**src/rtl/lsu_sram_bridge.sv**
```systemverilog
// lsu_sram_bridge: LSU byte/half/word requests to 32-bit IS61WV25616 controller transactions.
// Optional WAIT timeout enabled by defining LSU_SRAM_TIMEOUT_EN.
module lsu_sram_bridge #(
   parameter logic [31:0] BASE_ADDR      = 32'h0000_0000,
   parameter int          TIMEOUT_CYCLES = 16
) (
   input  logic        i_clk,
   input  logic        i_reset,
   input  logic        i_req_valid,
   output logic        o_req_ready,
   input  logic        i_req_we,
   input  logic [31:0] i_req_addr,
   input  logic [1:0]  i_req_size,
   input  logic        i_req_unsigned,
   input  logic [31:0] i_req_wdata,
   output logic        o_resp_valid,
   output logic [31:0] o_resp_rdata,
   output logic        o_resp_err,
   output logic [17:0] o_ADDR,
   output logic [31:0] o_WDATA,
   output logic [3:0]  o_BMASK,
   output logic        o_WREN,
   output logic        o_RDEN,
   input  logic [31:0] i_RDATA,
   input  logic        i_ACK
);
   typedef enum logic [1:0] {IDLE, REQ, WAIT, RESP} state_t;
   state_t      state_q, state_d;
   logic        we_q, we_d, uns_q, uns_d;
   logic [1:0]  off_q, off_d, size_q, size_d;
   logic [17:0] addr_q, addr_d;
   logic [31:0] wdata_q, wdata_d, rdata_q, rdata_d;
   logic [3:0]  bmask_q, bmask_d;
   logic        wren_q, wren_d, rden_q, rden_d, rvalid_q, rvalid_d, err_q, err_d;
   logic        bad, timeout;
   logic [31:0] shifted, load_data;
`ifdef LSU_SRAM_TIMEOUT_EN
   localparam int CW = $clog2(TIMEOUT_CYCLES + 1);
   logic [CW-1:0] cnt_q, cnt_d;
`endif

   // Next-state, request capture, lane alignment and load extraction
   always_comb begin
      bad = (i_req_size == 2'b11) | (i_req_size == 2'b01 & i_req_addr[0]) |
            (i_req_size == 2'b10 & |i_req_addr[1:0]) | (i_req_addr[31:19] != BASE_ADDR[31:19]);
      shifted = i_RDATA >> {off_q, 3'b000};
      load_data = size_q == 2'b00 ? {{24{~uns_q & shifted[7]}}, shifted[7:0]} :
                  size_q == 2'b01 ? {{16{~uns_q & shifted[15]}}, shifted[15:0]} : i_RDATA;
`ifdef LSU_SRAM_TIMEOUT_EN
      timeout = cnt_q == CW'(TIMEOUT_CYCLES - 1);
      cnt_d   = state_q == WAIT ? cnt_q + CW'(1) : '0;
`else
      timeout = 1'b0;
`endif
      state_d  = state_q;
      we_d     = we_q;
      uns_d    = uns_q;
      off_d    = off_q;
      size_d   = size_q;
      addr_d   = addr_q;
      wdata_d  = wdata_q;
      bmask_d  = bmask_q;
      rdata_d  = rdata_q;
      err_d    = err_q;
      wren_d   = 1'b0;
      rden_d   = 1'b0;
      rvalid_d = 1'b0;
      if (state_q == IDLE && i_req_valid) begin
         we_d    = i_req_we;
         uns_d   = i_req_unsigned;
         off_d   = i_req_addr[1:0];
         size_d  = i_req_size;
         addr_d  = {i_req_addr[18:2], 1'b0};
         wdata_d = i_req_size == 2'b00 ? {4{i_req_wdata[7:0]}} :
                   i_req_size == 2'b01 ? {2{i_req_wdata[15:0]}} : i_req_wdata;
         bmask_d = ~i_req_we ? 4'b1111 :
                   i_req_size == 2'b00 ? 4'b0001 << i_req_addr[1:0] :
                   i_req_size == 2'b01 ? 4'b0011 << {i_req_addr[1], 1'b0} : 4'b1111;
         state_d  = bad ? RESP : REQ;
         wren_d   = ~bad & i_req_we;
         rden_d   = ~bad & ~i_req_we;
         rvalid_d = bad;
         err_d    = bad ? 1'b1 : err_q;
         rdata_d  = bad ? 32'h0 : rdata_q;
      end else if (state_q == REQ) begin
         state_d = WAIT;
      end else if (state_q == WAIT && (i_ACK || timeout)) begin
         state_d  = RESP;
         rvalid_d = 1'b1;
         err_d    = ~i_ACK;
         rdata_d  = (~i_ACK | we_q) ? 32'h0 : load_data;
      end else if (state_q == RESP) begin
         state_d = IDLE;
      end
   end

   // State and registered outputs; reset aborts any transaction silently
   always_ff @(posedge i_clk) begin
      if (!i_reset) begin
         state_q  <= IDLE;
         we_q     <= 1'b0;
         uns_q    <= 1'b0;
         off_q    <= 2'b0;
         size_q   <= 2'b0;
         addr_q   <= '0;
         wdata_q  <= '0;
         bmask_q  <= '0;
         rdata_q  <= '0;
         err_q    <= 1'b0;
         wren_q   <= 1'b0;
         rden_q   <= 1'b0;
         rvalid_q <= 1'b0;
`ifdef LSU_SRAM_TIMEOUT_EN
         cnt_q    <= '0;
`endif
      end else begin
         state_q  <= state_d;
         we_q     <= we_d;
         uns_q    <= uns_d;
         off_q    <= off_d;
         size_q   <= size_d;
         addr_q   <= addr_d;
         wdata_q  <= wdata_d;
         bmask_q  <= bmask_d;
         rdata_q  <= rdata_d;
         err_q    <= err_d;
         wren_q   <= wren_d;
         rden_q   <= rden_d;
         rvalid_q <= rvalid_d;
`ifdef LSU_SRAM_TIMEOUT_EN
         cnt_q    <= cnt_d;
`endif
      end
   end

   assign o_req_ready  = state_q == IDLE;
   assign o_resp_valid = rvalid_q;
   assign o_resp_rdata = rdata_q;
   assign o_resp_err   = err_q;
   assign o_ADDR       = addr_q;
   assign o_WDATA      = wdata_q;
   assign o_BMASK      = bmask_q;
   assign o_WREN       = wren_q;
   assign o_RDEN       = rden_q;
endmodule

```
**config.mk**
```make
export PLATFORM = sky130hd
export DESIGN_NAME = lsu_sram_bridge
export DESIGN_NICKNAME = d
export VERILOG_FILES = /design/src/rtl/lsu_sram_bridge.sv
export SDC_FILE = /design/constraint.sdc
export NUM_CORES = 1
export LEC_CHECK = 0
export ABC_AREA = 1
export CORE_AREA = 2 2 102 104
export DETAILED_ROUTE_END_ITERATION = 8
export DIE_AREA = 0 0 104 106
export PLACE_DENSITY = 0.94
export SYNTH_ARGS = -nofsm -noshare
export SYNTH_HDL_FRONTEND = slang
export SYNTH_SLANG_ARGS = --single-unit
```
**constraint.sdc**
```tcl
create_clock -name i_clk -period 2.6 [get_ports i_clk]
set_input_delay 0.26 -clock i_clk [delete_from_list [all_inputs] [get_ports i_clk]]
set_output_delay 0.26 -clock i_clk [all_outputs]
set_load 0.02 [all_outputs]
```
* Yosys cells after proc, flatten, opt, wreduce, memory -nomap -nowiden *
Cells that the tools add are included.

cells by class
  equality and inequality tests = 9
  muxes and demuxes = 24
  bitwise gates (word level) = 14
  reductions and logical operators = 11
  shift-type cells = 3

operator list
  cell                                                  count
  two-way mux 32 bit                                    9
  >> shifter 32 x 5 -> 16 bit                           1
  nonzero test 13 bit                                   1
  two-way mux 4 bit                                     3
  two-way mux 2 bit                                     5
  equality test 2 bit (second input constant)           4
  two-way mux 1 bit                                     7
  AND 1 bit                                             6
  equality test 2 x 1 -> 1 bit (second input constant)  3
  logical NOT 2 bit                                     3
  != test 2 bit (second input constant)                 2
  inverter 1 bit                                        4
  bitwise OR 1 bit                                      4
  nonzero test 4 bit                                    1
  left shift 1 x 2 -> 4 bit (first input constant)      1
  left shift 2 x 2 -> 4 bit (first input constant)      1
  AND reduction 3 bit                                   1
  logical AND 1 bit                                     2
  AND reduction 2 bit                                   1
  nonzero test 2 bit                                    1
  OR reduction 2 bit                                    1

word-level totals
  flip-flop bits (word level) = 97
  word-level logic and storage cells = 74

* Logic depth before layout (Yosys ltp) *
Gate-level depths: netlist (run 1).

  word-level depth = 8
  depth in mapped cells = 13

* Worst setup path before layout (run 1) *
Ideal clock, no wire load.

  kind = register to register
  from = register state_q[1]
  to = register rdata_q[0], in the netlist o_resp_rdata[0]
  required time = 2.487 ns
  clock period less this slack = 1.471 ns
  stages on the path, launching flop included = 11
  path buffers = 2
  path slack = 1.129 ns
  library setup time = 0.113 ns
  arrival = 1.358 ns
  path through = dfxtp_1 > nor2_2 > nand2_2 > inv_2 > nand2_2 > nand2_2 > nor2_4 > buf_6 > buf_6 > nand2_1 > nand2_1

on the way
  word-level cells in the longest chain between the ends = 4
  elaborated cells on any way between the ends = 10
  classes of those cells = eq/ne: 4; mux: 1; reduce/logical: 5

ends and longest elaborated chain
  what                                                                  RTL line  RTL
  start, declared                                                       28        state_t state_q, state_d;
  start signal, assigned                                                117       state_q <= state_d;
  logical NOT 2 bit (*)                                                 --
  named net o_req_ready                                                 10        output logic o_req_ready,
  logical AND 1 bit (*)                                                 68        if (state_q == IDLE && i_req_valid) begin
  != test 2 bit (no line) / nonzero test 2 bit (equally long branches)  --
  AND reduction 3 bit (no line)                                         --
  end signal, assigned                                                  125       rdata_q <= rdata_d;
  end, declared                                                         32        logic [31:0] wdata_q, wdata_d, rdata_q, rdata_d;

Mark *: on every way through the listed nets, which the timed path passes. The rest lies on a longest branch.
A chain may end at the register's enable or synchronous reset.

* Worst setup path in the final report (run 1) *
  from = register size_q[1]
  to = register rdata_q[6], in the netlist o_resp_rdata[6]

on the way
  word-level cells in the longest chain between the ends = 7
  elaborated cells on any way between the ends = 8
  classes of those cells = eq/ne: 1; mux: 6; reduce/logical: 1

ends and longest elaborated chain
  what                          RTL line  RTL
  start, declared               30        logic [1:0] off_q, off_d, size_q, size_d;
  start signal, assigned        121       size_q <= size_d;
  equality test 2 x 1 -> 1 bit  48        size_q == 2'b01 ? {{16{~uns_q & shifted[15]}}, shifted[15:0]} : i_RDATA;
  two-way mux 32 bit            48
  two-way mux 32 bit (*)        47        load_data = size_q == 2'b00 ? {{24{~uns_q & shifted[7]}}, shifted[7:0]} :
  two-way mux 32 bit (*)        91        rdata_d = (~i_ACK | we_q) ? 32'h0 : load_data;
  two-way mux 32 bit (*)        87        end else if (state_q == WAIT && (i_ACK || timeout)) begin
  two-way mux 32 bit (*)        85        end else if (state_q == REQ) begin
  two-way mux 32 bit (*)        68

Mark *: on every way between the ends. The rest lies on a longest branch, timed or not. The select of a mux whose other input is x is not followed.

==> impl_metrics.yaml, run 1 <==
logic_synthesis:
  yosysMostFrequentCell: "nand2_1"
  avgSynthCellArea_um2: 6.98
  synth-edff-count: 0
  synth_cell_type_count: 29
  synth-seq-cells: 97
  yosysTopAreaCellShare_pct: 43.7
  synthTopCellsByCount: "nand2_1 (162), dfxtp_1 (97), nor2_1 (81)"
  async_flop_share_pct: 0
  syn_area_mm2: 0.00445
  ys.flop_type: "dfxtp_1"
  synth_area_leaders: "dfxtp_1 (44%), nand2_1 (14%), o21ai_0 (8.8%), nor2_1 (6.8%), inv_1 (4.4%)"
  seq_area_frac_synth_pct: 43.7
  ys_warn_count: 0
  synth_nets: 741
  synth_largest_area_cell: "dfxtp_1"
  synth_cells: 637
setup_path:
  critPathKind: "register to register"
  crit_path_end_kind: "register"
  worstPathRequired_ns: 2.87
  cp_max_fo: 23
  path_cells: "clkinv_1, nand3_1, o211ai_1, o21ai_0"
  r2r-end: "o_resp_rdata[6]"
  r2r-start: "size_q[1]"
  startpoint: "size_q[1]"
  reg2reg_depth: 4
  max_stage_delay_ns: 0.83
  cp-start-kind: "register"
  cp_slowest_cell: "dfxtp_1"
  r2r_setup_slack_ns: 0.68
  arrival_ns: 2.19
floorplanning:
  die_y_um: 106
  coreArea_mm2: 0.0100
  row_count: 37
  initial_core_util_pct: 44.5
  pin_count: 195
  die_area_mm2: 0.0110
  dieWidth_um: 104
global_route:
  antenna_found_initial: 0
  overflow: 0
  grt_max_degree: 61
  grt_pass1_vias: 4583
  grt_pass1_wl_um: 22500
  track_usage_pct: 25.0
routing:
  dr.pass1.iters: 5
  wirelength_um: 13800
  route.detailed.drc: 0
  vias: 4928
  viasPerCell: 5.15
  ant_nets: 0
  routedWlPerCell_um: 14.5
  drtIter0Drc: 325
place:
  pre_cts_ws_ns: 0.470
  place.detailed.hpwl_um: 10100
  io_buffer_count: 193
  globalplace.congestion: 0.923
clocking:
  cts_buffers: 9
  clockBufferDepth: 2
  cts_htree_levels: 3
  clockRootBuffer: "clkbuf_8"
  cts_tree: "yes"
  clk_latency_ns: 0.35
  cts_sinks: 97
  clk_pin_slew_ns: 0.09
  cts_resized: 0
  hold_buffers: 0
  cts_setup_buffers: 0
outcome:
  status: "complete, no violations"
sta:
  fin_crit_sh_pct: 73.9
  fin_crit_ns: 1.92
  slew_headroom_pct: 48.0
  fin_setup_tns_ns: 0
  skew_ns: 0.00928
  max_clock_freq_mhz: 521
  worst_slack_ns: 0.679
  final-setup-viol-count: 0
  drv_slew: 0
  finalHoldViolCount: 0
  worst-slew-pin-transition_ns: 0.779
  rsz0062_at_grt: "no"
cells_and_area:
  fillerInstances: 858
  num_antenna_cells: 0
  areaGrowthSynthToFinish_pct: 49.5
  final_layout_size_suffix_gt1_share_pct: 5.61
  nets: 919
worst_hold_path:
  min_from: "i_reset"
  min_to: "state_q[1]"
  hold_depth: 3
  hp-class: "primary input to register"
pwr:
  power.density_mw_per_mm2: 574
  p_leak_nw: 2.81
  irDropWorstVdd_uv: 314
flow_run:
  cap_viol_max_count: 0
## final cells by class
cell class              count  area (um^2)  share of cell area, %
clock inverters             3         65.1                  0.979
clock buffers              13          139                   2.09
well taps                 136          170                   2.56
inverters                  58          218                   3.27
multi-input cells         447         2110                   31.7
flip-flops and latches     97         1940                   29.2
repair buffers            202         2010                   30.2
## placed cells by master, fill, tap and decap left out, types with 6 or more instances in the layout
cell type / count
o221ai_1: 7
nor2_1: 81
o22ai_1: 10
nor3_1: 9
a22oi_1: 13
o21ai_0: 78
nand2_1: 162
inv_1: 52
nand3_1: 21
o211ai_1: 6
o221a_2: 7
a21oi_1: 33
clkdlybuf4s50_1: 192
dfxtp_1: 97
clkbuf_8: 9
buf_4: 8
## worst max-delay path: cells and delay by family, from the launching register on
family                 cells  cell delay [ns]
flip-flops                 1             0.83
buffers and inverters      1             0.49
AO/OA/AOI/OAI              2             0.30
AND/OR/NAND/NOR            1             0.21
## stage by stage
step	instance area (um^2)	total power, mW	std cells	util (%)	hold WS [ns]
after CTS	6650	3.83	956	66.5	0.215
final	6650	3.82	956	66.5	0.231
after global routing	6650	4.02	956	66.5	0.240
after global placement	6440	2.78	940	64.4	0.432
after detailed placement	6440	2.80	940	64.4	0.434
after floorplan	4450	2.30	637	-	0.339
## metal layers
layer / share of wire (%) / track usage, % / wire length, um
met3: 10 / 6.93 / 1440
met4: 2.4 / 8.78 / 338
met5: 0 / 0 / 0
met2: 46 / 41.3 / 6410
met1: 41 / 31.5 / 5630
## cell families after synthesis
family | count (synthesis) | synth area share [%]
compound gates | 158 | 20.9
buf+inv | 93 | 8.92
flops | 97 | 43.7
other cells | 1 | 0.0844
simple gates | 288 | 26.4
## report_power, final
| group | internal, mW | switching, mW | total [mW] | leakage, nW |
|---|---|---|---|---|
| combinational | 0.501 | 0.591 | 1.09 | 1.91 |
| sequential | 1.61 | 0.0739 | 1.68 | 0.796 |
| clock | 0.543 | 0.495 | 1.04 | 0.102 |
## registers in the layout, summed over array words and instances, names as in the netlist, 2 cells and up
name / count
o_ADDR: 17
o_BMASK: 4
o_WDATA: 32
o_resp_rdata: 32
off_q: 2
size_q: 2
state_q: 2
## how the worst max path moves through the flow
stage,endpoint,slack [ns],cells after the start
floorplan,o_resp_rdata[0],1.13,10
global placement,o_resp_rdata[18],0.54,13
detailed placement,o_resp_rdata[20],0.47,13
CTS,o_resp_rdata[6],0.72,4
global route,o_resp_rdata[7],0.47,4
finish,o_resp_rdata[6],0.68,4
No activity file was read; power rests on OpenSTA's default activity.
==> inputs of run 2 (changes only) <==
- CORE_AREA: 2 2 102 104 -> 2 2 112 114
- DIE_AREA: 0 0 104 106 -> 0 0 114 116
- PLACE_DENSITY: 0.94 -> 0.84
- clock period: 2.6 -> 1.6 ns (I/O delays scaled with it)
==> run 2 against run 1 <==
- register-to-register slack got worse by 0.56 ns
- utilization down 7.1 points
- via count up 2.3%
- highest routed layer unchanged
==> impl_metrics.yaml, run 2 (same netlist as run 1, synthesis figures left out) <==
setup_path:
  startpoint: "o_resp_rdata[17]"
  r2r-start: "off_q[0]"
  max_stage_delay_ns: 0.62
  cp_slowest_cell: "clkdlybuf4s50_1"
  critPathKind: "register to output pin"
  critPathBufInv: 1
  crit_path_end_kind: "output pin"
  worstPathRequired_ns: 1.44
  path_cells: "clkdlybuf4s50_1"
  cp-start-kind: "register"
  cp_top_family: "buffers and inverters"
  cp_max_fo: 2
  arrival_ns: 1.33
pwr:
  power_mw: 6.76
  p_leak_nw: 3.04
  irDropWorstVdd_uv: 600
  power.density_mw_per_mm2: 956
global_route:
  grt_pass1_wl_um: 23800
  overflow: 0
  grt_use_met3_pct: 7.43
  track_usage_pct: 22.5
  grt_max_degree: 33
  use_met1_pct: 25.9
  grt_pass1_vias: 4836
  antenna_found_initial: 0
  use_met2_pct: 38.6
  grt-busiest-layer: "met2"
routing:
  route.detailed.drc: 0
  drtIter0Drc: 312
  routedWlPerCell_um: 14.8
  vias: 5040
  dr.pass1.iters: 5
  wirelength_um: 14800
  ant_nets: 0
  viasPerCell: 5.03
cells_and_area:
  fillerInstances: 1056
  final_cell_mix: "clkdlybuf4s50_1 (190), nand2_1 (161), dfxtp_1 (96), nor2_1 (81), o21ai_0 (78)"
  multiInputGateArea_mm2: 0.00211
  num_antenna_cells: 0
  layout_commonest_cell: "clkdlybuf4s50_1"
  nets: 954
  final_layout_size_suffix_gt1_share_pct: 10.4
  areaGrowthSynthToFinish_pct: 59.0
  seq_area_mm2: 0.00194
floorplanning:
  coreArea_mm2: 0.0119
  pin_count: 195
  row_count: 40
  die_y_um: 116
  dieWidth_um: 114
  die_area_mm2: 0.0132
  initial_core_util_pct: 37.3
sta:
  finalHoldViolCount: 0
  drv_slew: 0
  fin_crit_sh_pct: 93.3
  worst_slack_ns: 0.107
  skew_ns: 0.00952
  max_clock_freq_mhz: 670
  final-setup-viol-count: 0
  rsz0062_at_grt: "no"
  fin_setup_tns_ns: 0
  fin_crit_ns: 1.49
place:
  io_buffer_count: 193
  globalplace.congestion: 0.968
  pre_cts_ws_ns: -0.218
  place.detailed.hpwl_um: 11200
clocking:
  cts_tree: "yes"
  cts_buffers: 9
  clk_pin_slew_ns: 0.07
  clk_latency_ns: 0.35
  clockBufferDepth: 2
  clockRootBuffer: "clkbuf_16"
  hold_buffers: 0
  cts_htree_levels: 3
  cts_sinks: 97
  cts_setup_buffers: 0
flow_run:
  cap_viol_max_count: 0
outcome:
  status: "complete, no violations"
worst_hold_path:
  hp-class: "primary input to register"
  min_from: "i_reset"
## run 2: layer usage
layer  wire length [um]  up-vias
met2               7040      223
met1               5950     2270
met3               1380       33
met5                  0        -
met4                427        0
li1                   -     2514
## run 2: final timing paths
check                     end  slack, ns  depth (start not counted)
max          o_resp_rdata[17]       0.11                          1
min                state_q[0]       0.24                          3
max reg2reg  o_resp_rdata[17]       0.12                         10
min reg2reg  o_resp_rdata[24]       0.45                          2
## run 2: per-stage QoR
step / cells / hold slack [ns] / util (%) / area (um^2)
floorplan: 637 / 0.239 / - / 4450
global placement: 986 / 0.432 / 56.8 / 6770
detailed placement: 986 / 0.437 / 56.8 / 6770
CTS: 1002 / 0.232 / 59.2 / 7060
global route: 1002 / 0.252 / 59.3 / 7070
finish: 1002 / 0.235 / 59.3 / 7070
## run 2: what timing repair did
item / 4_1_cts / 5_1_grt
endpoints found under the setup margin: 1 / 14
pin swaps: 0 / 0
resized for setup: 1 / 5
## run 2: layout make-up
| class | instances | share of cell area [%] |
|---|---|---|
| Clock buffer | 9 | 3.19 |
| Clock inverter | 7 | 0.867 |
| Inverter | 58 | 3.13 |
| Multi-Input combinational cell | 447 | 29.9 |
| Sequential cell | 97 | 27.5 |
| Tap cell | 147 | 2.60 |
| Timing Repair Buffer | 237 | 32.8 |
## run 2: report_power, final
part	switching, mW	internal, mW	leakage [nW]
Combinational	0.995	0.924	2.10
Sequential	0.119	2.62	0.797
Clock	1.02	1.08	0.143
## run 2: worst min-delay path: stages
cell     delay, ns
buf_2         0.13
nand4_1       0.17
nand2_1       0.07
